==> src/rtl/dm_arbiter_pkg.sv <==
// Shared datapath constants plus the data-memory arbiter's read FSM encoding.
// Widths here are the defaults for the 8-bit accumulator datapath.
package dm_arbiter_pkg;

  localparam int ADDR_WIDTH_DEF = 8;
  localparam int DATA_WIDTH_DEF = 8;

  // Forced-grant threshold for the external port; legal range 1..15.
  localparam int MAX_WAIT_DEF = 4;
  localparam int WAIT_CNT_W   = 4;

  typedef enum logic {
    IDLE    = 1'b0,
    RD_DONE = 1'b1
  } rd_state_t;

  function automatic logic [WAIT_CNT_W-1:0] wait_limit(input int max_wait);
    return WAIT_CNT_W'(max_wait);
  endfunction

endpackage

==> src/rtl/arb_wait_counter.sv <==
// Saturating wait counter for a pending external request; clear wins over increment.
// at_limit is combinational from the registered count.
module arb_wait_counter
  import dm_arbiter_pkg::*;
#(
  parameter int MAX_WAIT = MAX_WAIT_DEF
) (
  input  logic clk,
  input  logic nReset,
  input  logic clr,
  input  logic inc,
  output logic at_limit
);

  localparam logic [WAIT_CNT_W-1:0] LIMIT = wait_limit(MAX_WAIT);

  logic [WAIT_CNT_W-1:0] cnt;

  always_ff @(posedge clk or negedge nReset) begin
    if (!nReset) begin
      cnt <= '0;
    end else if (clr) begin
      cnt <= '0;
    end else if (inc && !at_limit) begin
      cnt <= cnt + 1'b1;
    end
  end

  assign at_limit = (cnt == LIMIT);

endmodule

==> src/rtl/dm_arbiter.sv <==
// Data-memory arbiter: core has priority, external port forced in after MAX_WAIT cycles.
// Grant and stall are combinational; external read data returns one cycle after grant.
module dm_arbiter
  import dm_arbiter_pkg::*;
#(
  parameter int ADDR_WIDTH = ADDR_WIDTH_DEF,
  parameter int DATA_WIDTH = DATA_WIDTH_DEF,
  parameter int MAX_WAIT   = MAX_WAIT_DEF
) (
  input  logic                  clk,
  input  logic                  nReset,
  input  logic                  CoreAcc,
  input  logic                  CoreWE,
  input  logic [ADDR_WIDTH-1:0] CoreAddr,
  input  logic [DATA_WIDTH-1:0] CoreWData,
  output logic                  CoreStall,
  input  logic                  ExtReq,
  input  logic                  ExtWE,
  input  logic [ADDR_WIDTH-1:0] ExtAddr,
  input  logic [DATA_WIDTH-1:0] ExtWData,
  output logic                  ExtGnt,
  output logic                  ExtRdValid,
  output logic [DATA_WIDTH-1:0] ExtRdData,
  output logic                  MemWE,
  output logic [ADDR_WIDTH-1:0] MemAddr,
  output logic [DATA_WIDTH-1:0] MemWData,
  input  logic [DATA_WIDTH-1:0] MemRData
);

  logic      wait_at_limit;
  logic      ext_rd_gnt;
  rd_state_t state_q;
  rd_state_t state_d;

  arb_wait_counter #(
    .MAX_WAIT(MAX_WAIT)
  ) u_wait_cnt (
    .clk     (clk),
    .nReset  (nReset),
    .clr     (ExtGnt | ~ExtReq),
    .inc     (ExtReq & ~ExtGnt),
    .at_limit(wait_at_limit)
  );

  assign ExtGnt     = ExtReq & (~CoreAcc | wait_at_limit);
  assign CoreStall  = ExtGnt & CoreAcc;
  assign ext_rd_gnt = ExtGnt & ~ExtWE;

  // A stalled core access is dropped here; the core re-issues it next cycle.
  always_comb begin
    MemWE    = CoreWE & CoreAcc;
    MemAddr  = CoreAddr;
    MemWData = CoreWData;
    if (ExtGnt) begin
      MemWE    = ExtWE;
      MemAddr  = ExtAddr;
      MemWData = ExtWData;
    end
  end

  always_ff @(posedge clk or negedge nReset) begin
    if (!nReset) begin
      state_q <= IDLE;
    end else begin
      state_q <= state_d;
    end
  end

  // RD_DONE always falls back to IDLE unless a fresh read grant re-enters it.
  always_comb begin
    state_d    = IDLE;
    ExtRdValid = 1'b0;
    case (state_q)
      IDLE: begin
        if (ext_rd_gnt) state_d = RD_DONE;
      end
      RD_DONE: begin
        ExtRdValid = 1'b1;
        if (ext_rd_gnt) state_d = RD_DONE;
      end
      default: state_d = IDLE;
    endcase
  end

  always_ff @(posedge clk or negedge nReset) begin
    if (!nReset) begin
      ExtRdData <= '0;
    end else if (ext_rd_gnt) begin
      ExtRdData <= MemRData;
    end
  end

endmodule
==> config.mk <==
export PLATFORM = sky130hd
export DESIGN_NAME = dm_arbiter
export DESIGN_NICKNAME = d
export VERILOG_FILES = /design/src/rtl/dm_arbiter_pkg.sv /design/src/rtl/arb_wait_counter.sv /design/src/rtl/dm_arbiter.sv
export SDC_FILE = /design/constraint.sdc
export NUM_CORES = 1
export LEC_CHECK = 0
export CAP_MARGIN = 0
export CORE_ASPECT_RATIO = 1.25
export CORE_MARGIN = 2
export CORE_UTILIZATION = 33
export DETAILED_ROUTE_END_ITERATION = 6
export PLACE_DENSITY = 0.89
export SYNTH_ARGS = -nofsm -noshare
export SYNTH_HDL_FRONTEND = slang
export SYNTH_SLANG_ARGS = --single-unit
==> constraint.sdc <==
create_clock -name clk -period 3.6 [get_ports clk]
set_input_delay 0.54 -clock clk [delete_from_list [all_inputs] [get_ports clk]]
set_output_delay 0.54 -clock clk [all_outputs]
set_load 0.02 [all_outputs]
==> summary.txt, run 1 <==
FLOORPLAN
------------------------------------------------------------------------------------
Overall die area                                                         0.00287 mm2
I/O pin cnt                                                                       74
Die height                                                                   59.4 um
Row Count                                                                         20
Die Width                                                                    48.3 um
Initial standard-cell utilization of the core                                  0.341
Area of the core region                                                  0.00238 mm2

ROUTE
------------------------------------------------------------------------------------
Total iterations of the first detailed-routing run                                 2
Via density per instance                                                        4.42
Routed wire length per instance                                              14.8 um
Overall routed net length                                                    2.52 mm
Number of vias in the routed layout                                              751
Drt initial violations                                                             5
Number of design rule violations left after detail routing                         0
Number of nets still failing antenna checks after routing                          0

LAYOUT
------------------------------------------------------------------------------------
Fraction of final layout cells with drive strength greater than 1              0.248
Total inserted antenna cells                                                       0
Layout Area Growth over Synthesis                                              96.6%
Number of fillers in the final layout                                            182
Final Net Count                                                                  186
Post-route cell area                                                     0.00159 mm2
Most frequent cells in the layout                                       sky130_fd_sc_hd__clkdlybuf4s50_1 (73), sky130_fd_sc_hd__mux2_2 (17), sky130_fd_sc_hd__dfrtp_1 (13), sky130_fd_sc_hd__mux2_4 (7)
Most common library cell in the layout ignoring fill and taps           sky130_fd_sc_hd__clkdlybuf4s50_1

SYNTH
------------------------------------------------------------------------------------
Parity-gate share of the synthesized area counting xor and xnor cells         0.0216
Avg Inst Size Synth                                                         13.5 um2
Unique masters post-synth                                                         18
Mux share of post-synthesis cell area                                          0.378
Adder and majority cell fraction of the synthesized area                      0.0309
Fraction of the mapped netlist area in simple logic gates                     0.0772
Post-synthesis net count                                                         108
Number of synthesized flops with an enable pin                                     0
Sequential-to-total area share from yosys stat                                 0.401
Synth warn                                                                         0
Post-Synthesis Cell Area                                                     811 um2
Gate count after technology mapping                                               60
FFs w/ async S/R, synth                                                         1.00
Combinational family with the most area after synthesis                 multiplexers
Seq cells post-synth                                                              13
Ys flop type                                                            sky130_fd_sc_hd__dfrtp_1
Area fraction in compound gates after synthesis                               0.0340

POWER
------------------------------------------------------------------------------------
Power density over the cells                                              299 mW/mm2
Peak supply drop                                                            0.256 mV
Leakage                                                                     0.661 nW

CTS
------------------------------------------------------------------------------------
Root buffer cell                                                        sky130_fd_sc_hd__clkbuf_4
Setup fix buffers added after clock tree synthesis                                 0
Clock tree buffer depth                                                            2
Later-pin clock latency in the skew report                                   0.27 ns
Clk slew on worst S/H paths                                                  0.07 ns
Count of hold buffers inserted by post-cts repair                                  0
H-tree level count                                                                 1
TritonCTS clock tree                                                           built
Sink Count                                                                        13
Resize count post-CTS                                                              0
Number of CTS-inserted buffers                                                     3

WORST SETUP PATH
------------------------------------------------------------------------------------
Critical Path Source                                                         CoreAcc
Destination of the critical timing path                                  MemWData[7]
R2R cell count                                                                     5
Endpoint of the most critical register-to-register path                 ExtRdData[0]$_DFFE_PN0P_
CP required                                                                  3.06 ns
Capturing element type of the critical path                             primary output
Minimum setup slack among reg-to-reg paths                                   2.01 ns
Critical setup path kind                                                   in -> out
Worst reg2reg path startpoint                                           u_wait_cnt.cnt[0]$_DFFE_PN0P_
Critical Path AT                                                             2.35 ns
Critical-path maximum fanout                                                      10
Startpoint type of the worst setup path                                    input pin

TIMING
------------------------------------------------------------------------------------
Post-route setup TNS                                                            0 ns
RSZ-0062 raised after global routing                                              no
Slew Limit Headroom                                                            0.633
Maximum clock rate                                                           346 MHz
Number of max-slew violations in the final report                                  0
Worst clock skew                                                          0.00791 ns
Number of hold-slack violations in the final timing report                         0
Worst Tran Pin Value                                                        0.549 ns
Final setup violation count                                                        0
Part of the cycle the worst path needs                                         0.804
Final period demand of the worst path                                        2.89 ns

STATUS
------------------------------------------------------------------------------------
Result of the run                                                       finished clean

GLOBAL ROUTING
------------------------------------------------------------------------------------
Vias in the first global route                                                   800
Largest net degree at the start of global routing                                 14
Wire length of the first global-routing pass                                 4.00 mm
Overall routing resource usage                                                 0.187
Antenna violations before repair                                                   0
Final global-route overflow total                                                  0

JOB
------------------------------------------------------------------------------------
Number of max-cap violations                                                       0

PLACED DESIGN
------------------------------------------------------------------------------------
Count of buffers from port buffering                                              73
Cell area after placement                                                0.00157 mm2
GPL Wtd Cong                                                                   0.736
Dpl hpwl                                                                     2.13 mm

MIN PATH
------------------------------------------------------------------------------------
Type of the tightest min-delay check                                      reg -> reg

critical path, stage by stage:
cell and delay (ns):
sky130_fd_sc_hd__clkdlybuf4s50_1 0.52, sky130_fd_sc_hd__a21boi_2 0.19, sky130_fd_sc_hd__buf_4 0.21, sky130_fd_sc_hd__mux2_2 0.36, sky130_fd_sc_hd__clkdlybuf4s50_1 0.54
power breakdown:
part	switching (mW)	total (mW)	internal, mW
clock	0.0435	0.0846	0.0411
combinational	0.0858	0.217	0.132
sequential	0.00952	0.174	0.164
routing by layer:
layer	share of wire	GRT usage
met1	0.44	0.256
met2	0.45	0.286
met3	0.11	0.0530
met4	0	0.0612
met5	0	0
cell type report:
type,count,area (um2),area share
clock buffers,3,22.5,0.0141
well taps,33,41.3,0.0259
inverters,4,15.0,0.00942
repair buffers,75,746,0.468
multi-input cells,41,439,0.276
flip-flops and latches,13,325,0.204
clock inverters,1,5.00,0.00314
state kept, by name (all words and copies together), names as in the netlist:
signal          count
ExtRdData           8
state_q             1
u_wait_cnt.cnt      4
synth_stat cells (2+ instances only):
| cell | number | area (um2) |
|---|---|---|
| sky130_fd_sc_hd__dfrtp_1 | 13 | 325 |
| sky130_fd_sc_hd__ha_1 | 2 | 25.0 |
| sky130_fd_sc_hd__inv_1 | 4 | 15.0 |
| sky130_fd_sc_hd__mux2_2 | 17 | 191 |
| sky130_fd_sc_hd__mux2_4 | 7 | 105 |
| sky130_fd_sc_hd__nand3_1 | 2 | 10.0 |
| sky130_fd_sc_hd__nor2_1 | 4 | 15.0 |
cells by family after synthesis:
logic type                 Yosys count
and+or+nand+nor                     10
xor gates and xnor gates             2
muxes                               25
DFF                                 13
AOI/OAI and AO/OA                    2
buffers and inverters                6
adders and majority gates            2
stage by stage:
step                setup slack [ns]  std cells  utilization  hold WS (ns)  power, mW
global placement               0.736        166        0.659         0.468      0.391
global route                   0.623        170        0.671         0.525      0.505
detailed placement             0.702        166        0.659         0.485      0.396
floorplan                       1.45         60            -         0.244      0.271
finish                         0.707        170        0.671         0.495      0.476
CTS                            0.699        170        0.671         0.493      0.482
how the worst min path moves through the flow:
stage               slack, ns                       endpoint                           from  cells past startpoint
floorplan                0.24       ExtRdData[0]$_DFFE_PN0P_                         nReset                      0
global placement         0.47  u_wait_cnt.cnt[0]$_DFFE_PN0P_  u_wait_cnt.cnt[0]$_DFFE_PN0P_                      1
detailed placement       0.49  u_wait_cnt.cnt[0]$_DFFE_PN0P_  u_wait_cnt.cnt[0]$_DFFE_PN0P_                      1
CTS                      0.49  u_wait_cnt.cnt[0]$_DFFE_PN0P_  u_wait_cnt.cnt[0]$_DFFE_PN0P_                      1
global route             0.53  u_wait_cnt.cnt[0]$_DFFE_PN0P_  u_wait_cnt.cnt[0]$_DFFE_PN0P_                      1
finish                   0.50  u_wait_cnt.cnt[0]$_DFFE_PN0P_  u_wait_cnt.cnt[0]$_DFFE_PN0P_                      1
Power figures use the tool's default switching activity.
==> inputs of run 2 (changes only) <==
CORE_UTILIZATION = 30   (was 33)
PLACE_DENSITY = 0.83   (was 0.89)
clock period = 2.9 ns   (was 3.6 ns; I/O delays follow)
==> run 2 against run 1 <==
  * Clock power rose by 25%
  * Design area rose by 0.47%
  * First-iteration DRC count fell by 40%
  * Hold slack improved by 0.0063 ns
  * Core utilization fell by 6.1 points
  * Cell count rose by 1.2%
  * Sequential share of layout area fell by 0.096 points
  * Non-clock buffer count rose by 1
  * Die area rose by 9.2%
  * Global-route usage fell by 3.1 points
  * Largest cell class unchanged
  * Clock-buffer cell count rose by 1
  * Flip-flop and latch count did not move
==> summary.txt, run 2 (synthesis gave the netlist of run 1 again) <==
ROUTE
--------------------------------------------------------------------------------
Via density per instance                                                    4.38   -0.77%
Number of vias in the routed layout                                          754   +0.40%
Routed wire length per instance                                          14.0 um   -5.4%
Drt initial violations                                                         3   -2
Metal1 wirelength                                                         919 um   -17%
Total iterations of the first detailed-routing run                             2   unchanged
Number of design rule violations left after detail routing                     0   unchanged
Number of nets still failing antenna checks after routing                      0   unchanged
Max layer used                                                              met4
Metal2 WL                                                                1.14 mm   +1.4%
Sum of met3 wire segment lengths after detailed routing                   332 um   +16%
Overall routed net length                                                2.41 mm   -4.3%

TIMING
--------------------------------------------------------------------------------
Slew Limit Headroom                                                        0.626   -0.00759
RSZ-0062 raised after global routing                                          no
Final setup violation count                                                    0   unchanged
Part of the cycle the worst path needs                                     0.953
Final period demand of the worst path                                    2.76 ns
Post-route setup TNS                                                        0 ns   unchanged
Worst Tran Pin Value                                                    0.560 ns   +0.0113 ns
Fin Hold WS                                                             0.501 ns   +0.00628 ns
Number of hold-slack violations in the final timing report                     0   unchanged
Number of max-slew violations in the final report                              0   unchanged
Maximum clock rate                                                       362 MHz
Worst clock skew                                                      0.00499 ns   -0.00292 ns

WORST SETUP PATH
--------------------------------------------------------------------------------
CP required                                                              2.47 ns   -0.59 ns
Capturing element type of the critical path                         primary output
Destination of the critical timing path                              MemWData[0]
Endpoint of the most critical register-to-register path             ExtRdData[7]$_DFFE_PN0P_
Critical setup path kind                                              reg -> out
Critical Path Source                                                u_wait_cnt.cnt[0]$_DFFE_PN0P_
Worst reg2reg path startpoint                                       u_wait_cnt.cnt[0]$_DFFE_PN0P_
Minimum setup slack among reg-to-reg paths                               1.30 ns   -0.71 ns
Critical-path maximum fanout                                                  10   unchanged
Startpoint type of the worst setup path                                flip-flop
R2R cell count                                                                 5   unchanged
Critical Path AT                                                         2.33 ns   -0.02 ns

PLACED DESIGN
--------------------------------------------------------------------------------
Cell area after placement                                            0.00158 mm2   +0.56%
Count of buffers from port buffering                                          73   unchanged
GPL Wtd Cong                                                               0.610   -17%
Dpl hpwl                                                                 2.07 mm   -3.0%

CTS
--------------------------------------------------------------------------------
Count of hold buffers inserted by post-cts repair                              0   unchanged
Setup fix buffers added after clock tree synthesis                             0   unchanged
Number of CTS-inserted buffers                                                 3   unchanged
H-tree level count                                                             1   unchanged
Root buffer cell                                                    sky130_fd_sc_hd__clkbuf_4
Clock tree buffer depth                                                        2   unchanged
Resize count post-CTS                                                          0   unchanged
Sink Count                                                                    13   unchanged
TritonCTS clock tree                                                       built
Later-pin clock latency in the skew report                               0.26 ns   about the same
Clk slew on worst S/H paths                                              0.08 ns   about the same

GLOBAL ROUTING
--------------------------------------------------------------------------------
Antenna violations before repair                                               0   unchanged
Overall routing resource usage                                             0.155   -0.0314
Vias in the first global route                                               790   -1.3%
Final global-route overflow total                                              0   unchanged
Largest net degree at the start of global routing                             14   unchanged
Wire length of the first global-routing pass                             3.79 mm   -5.2%

MIN PATH
--------------------------------------------------------------------------------
Type of the tightest min-delay check                                  reg -> reg

LAYOUT
--------------------------------------------------------------------------------
Most frequent cells in the layout                                   sky130_fd_sc_hd__clkdlybuf4s50_1 (73), sky130_fd_sc_hd__mux2_2 (17), sky130_fd_sc_hd__dfrtp_1 (13), sky130_fd_sc_hd__mux2_4 (7)
Flip-flop count of the largest register after layout                           8   unchanged
Layout Area Growth over Synthesis                                          97.5%
Fraction of final layout cells with drive strength greater than 1          0.246   -0.00180
Final Net Count                                                              187   +0.54%
Largest registers                                                   ExtRdData x8, u_wait_cnt.cnt x4, state_q x1
Most common library cell in the layout ignoring fill and taps       sky130_fd_sc_hd__clkdlybuf4s50_1
Total inserted antenna cells                                                   0   unchanged
Post-route cell area                                                 0.00160 mm2   +0.47%
Most flops, register                                                   ExtRdData

POWER
--------------------------------------------------------------------------------
Peak supply drop                                                        0.303 mV   +18%
Leakage                                                                 0.663 nW   +0.31%
Power density over the cells                                          369 mW/mm2   +24%

FLOORPLAN
--------------------------------------------------------------------------------
Overall die area                                                     0.00314 mm2   +9.2%
I/O pin cnt                                                                   74   unchanged
Row Count                                                                     21   +5.0%
Initial standard-cell utilization of the core                              0.309   -0.0325
Die height                                                               62.1 um   +4.6%
Die Width                                                                50.5 um   +4.5%
Area of the core region                                              0.00263 mm2   +11%

JOB
--------------------------------------------------------------------------------
Number of max-cap violations                                                   0   unchanged

STATUS
--------------------------------------------------------------------------------
Result of the run                                                   finished clean

## run 2: changes by cell type in the layout (fill, tap and decap cells not counted)
cell and change:
sky130_fd_sc_hd__clkinv_2 -1, sky130_fd_sc_hd__buf_4 +1, sky130_fd_sc_hd__clkbuf_1 +1
## run 2: layout make-up
class,count,area (um2)
clock buffer,4,26.3
fill,225,1030
multi-input combinational,41,439
inverter,4,15.0
sequential,13,325
tap,34,42.5
timing repair buffer,76,753
## run 2: worst min path at each step
| stage | start | depth (start not counted) | slack (ns) | endpoint |
|---|---|---|---|---|
| after floorplan | nReset | 0 | 0.14 | ExtRdData[0]$_DFFE_PN0P_ |
| after global placement | u_wait_cnt.cnt[0]$_DFFE_PN0P_ | 1 | 0.48 | u_wait_cnt.cnt[0]$_DFFE_PN0P_ |
| after detailed placement | ExtRdData[1]$_DFFE_PN0P_ | 1 | 0.49 | ExtRdData[1]$_DFFE_PN0P_ |
| after CTS | u_wait_cnt.cnt[0]$_DFFE_PN0P_ | 1 | 0.51 | u_wait_cnt.cnt[0]$_DFFE_PN0P_ |
| after global routing | ExtRdData[2]$_DFFE_PN0P_ | 1 | 0.52 | ExtRdData[2]$_DFFE_PN0P_ |
| final | u_wait_cnt.cnt[0]$_DFFE_PN0P_ | 1 | 0.50 | u_wait_cnt.cnt[0]$_DFFE_PN0P_ |
## run 2: worst max-delay path, cell delays in order (launching register included)
cell and delay [ns]:
sky130_fd_sc_hd__dfrtp_1 0.41, sky130_fd_sc_hd__inv_1 0.07, sky130_fd_sc_hd__ha_1 0.19, sky130_fd_sc_hd__nand3b_4 0.11
sky130_fd_sc_hd__a21boi_2 0.17, sky130_fd_sc_hd__buf_4 0.20, sky130_fd_sc_hd__mux2_2 0.36, sky130_fd_sc_hd__clkdlybuf4s50_1 0.54
## run 2: routing by layer
layer  global-route usage  up-vias
li1                     -      360
met1                0.180      339
met2                0.260       53
met3               0.0577        2
met4               0.0507        0
met5                    0        -
## run 2: where the power goes
part	total (mW)	internal [mW]	switching, mW	leakage [nW]
combinational	0.270	0.164	0.106	0.485
clock	0.106	0.0531	0.0529	0.0150
sequential	0.215	0.204	0.0107	0.163
## run 2: stage by stage
step           utilization  setup slack (ns)  total power [mW]  cells
2_1_floorplan            -             0.853             0.336     60
3_3_place_gp         0.600             0.281             0.486    168
3_5_place_dp         0.600             0.242             0.491    168
4_1_cts              0.610             0.101             0.602    172
5_1_grt              0.610            0.0157             0.622    172
6_report             0.610             0.135             0.591    172
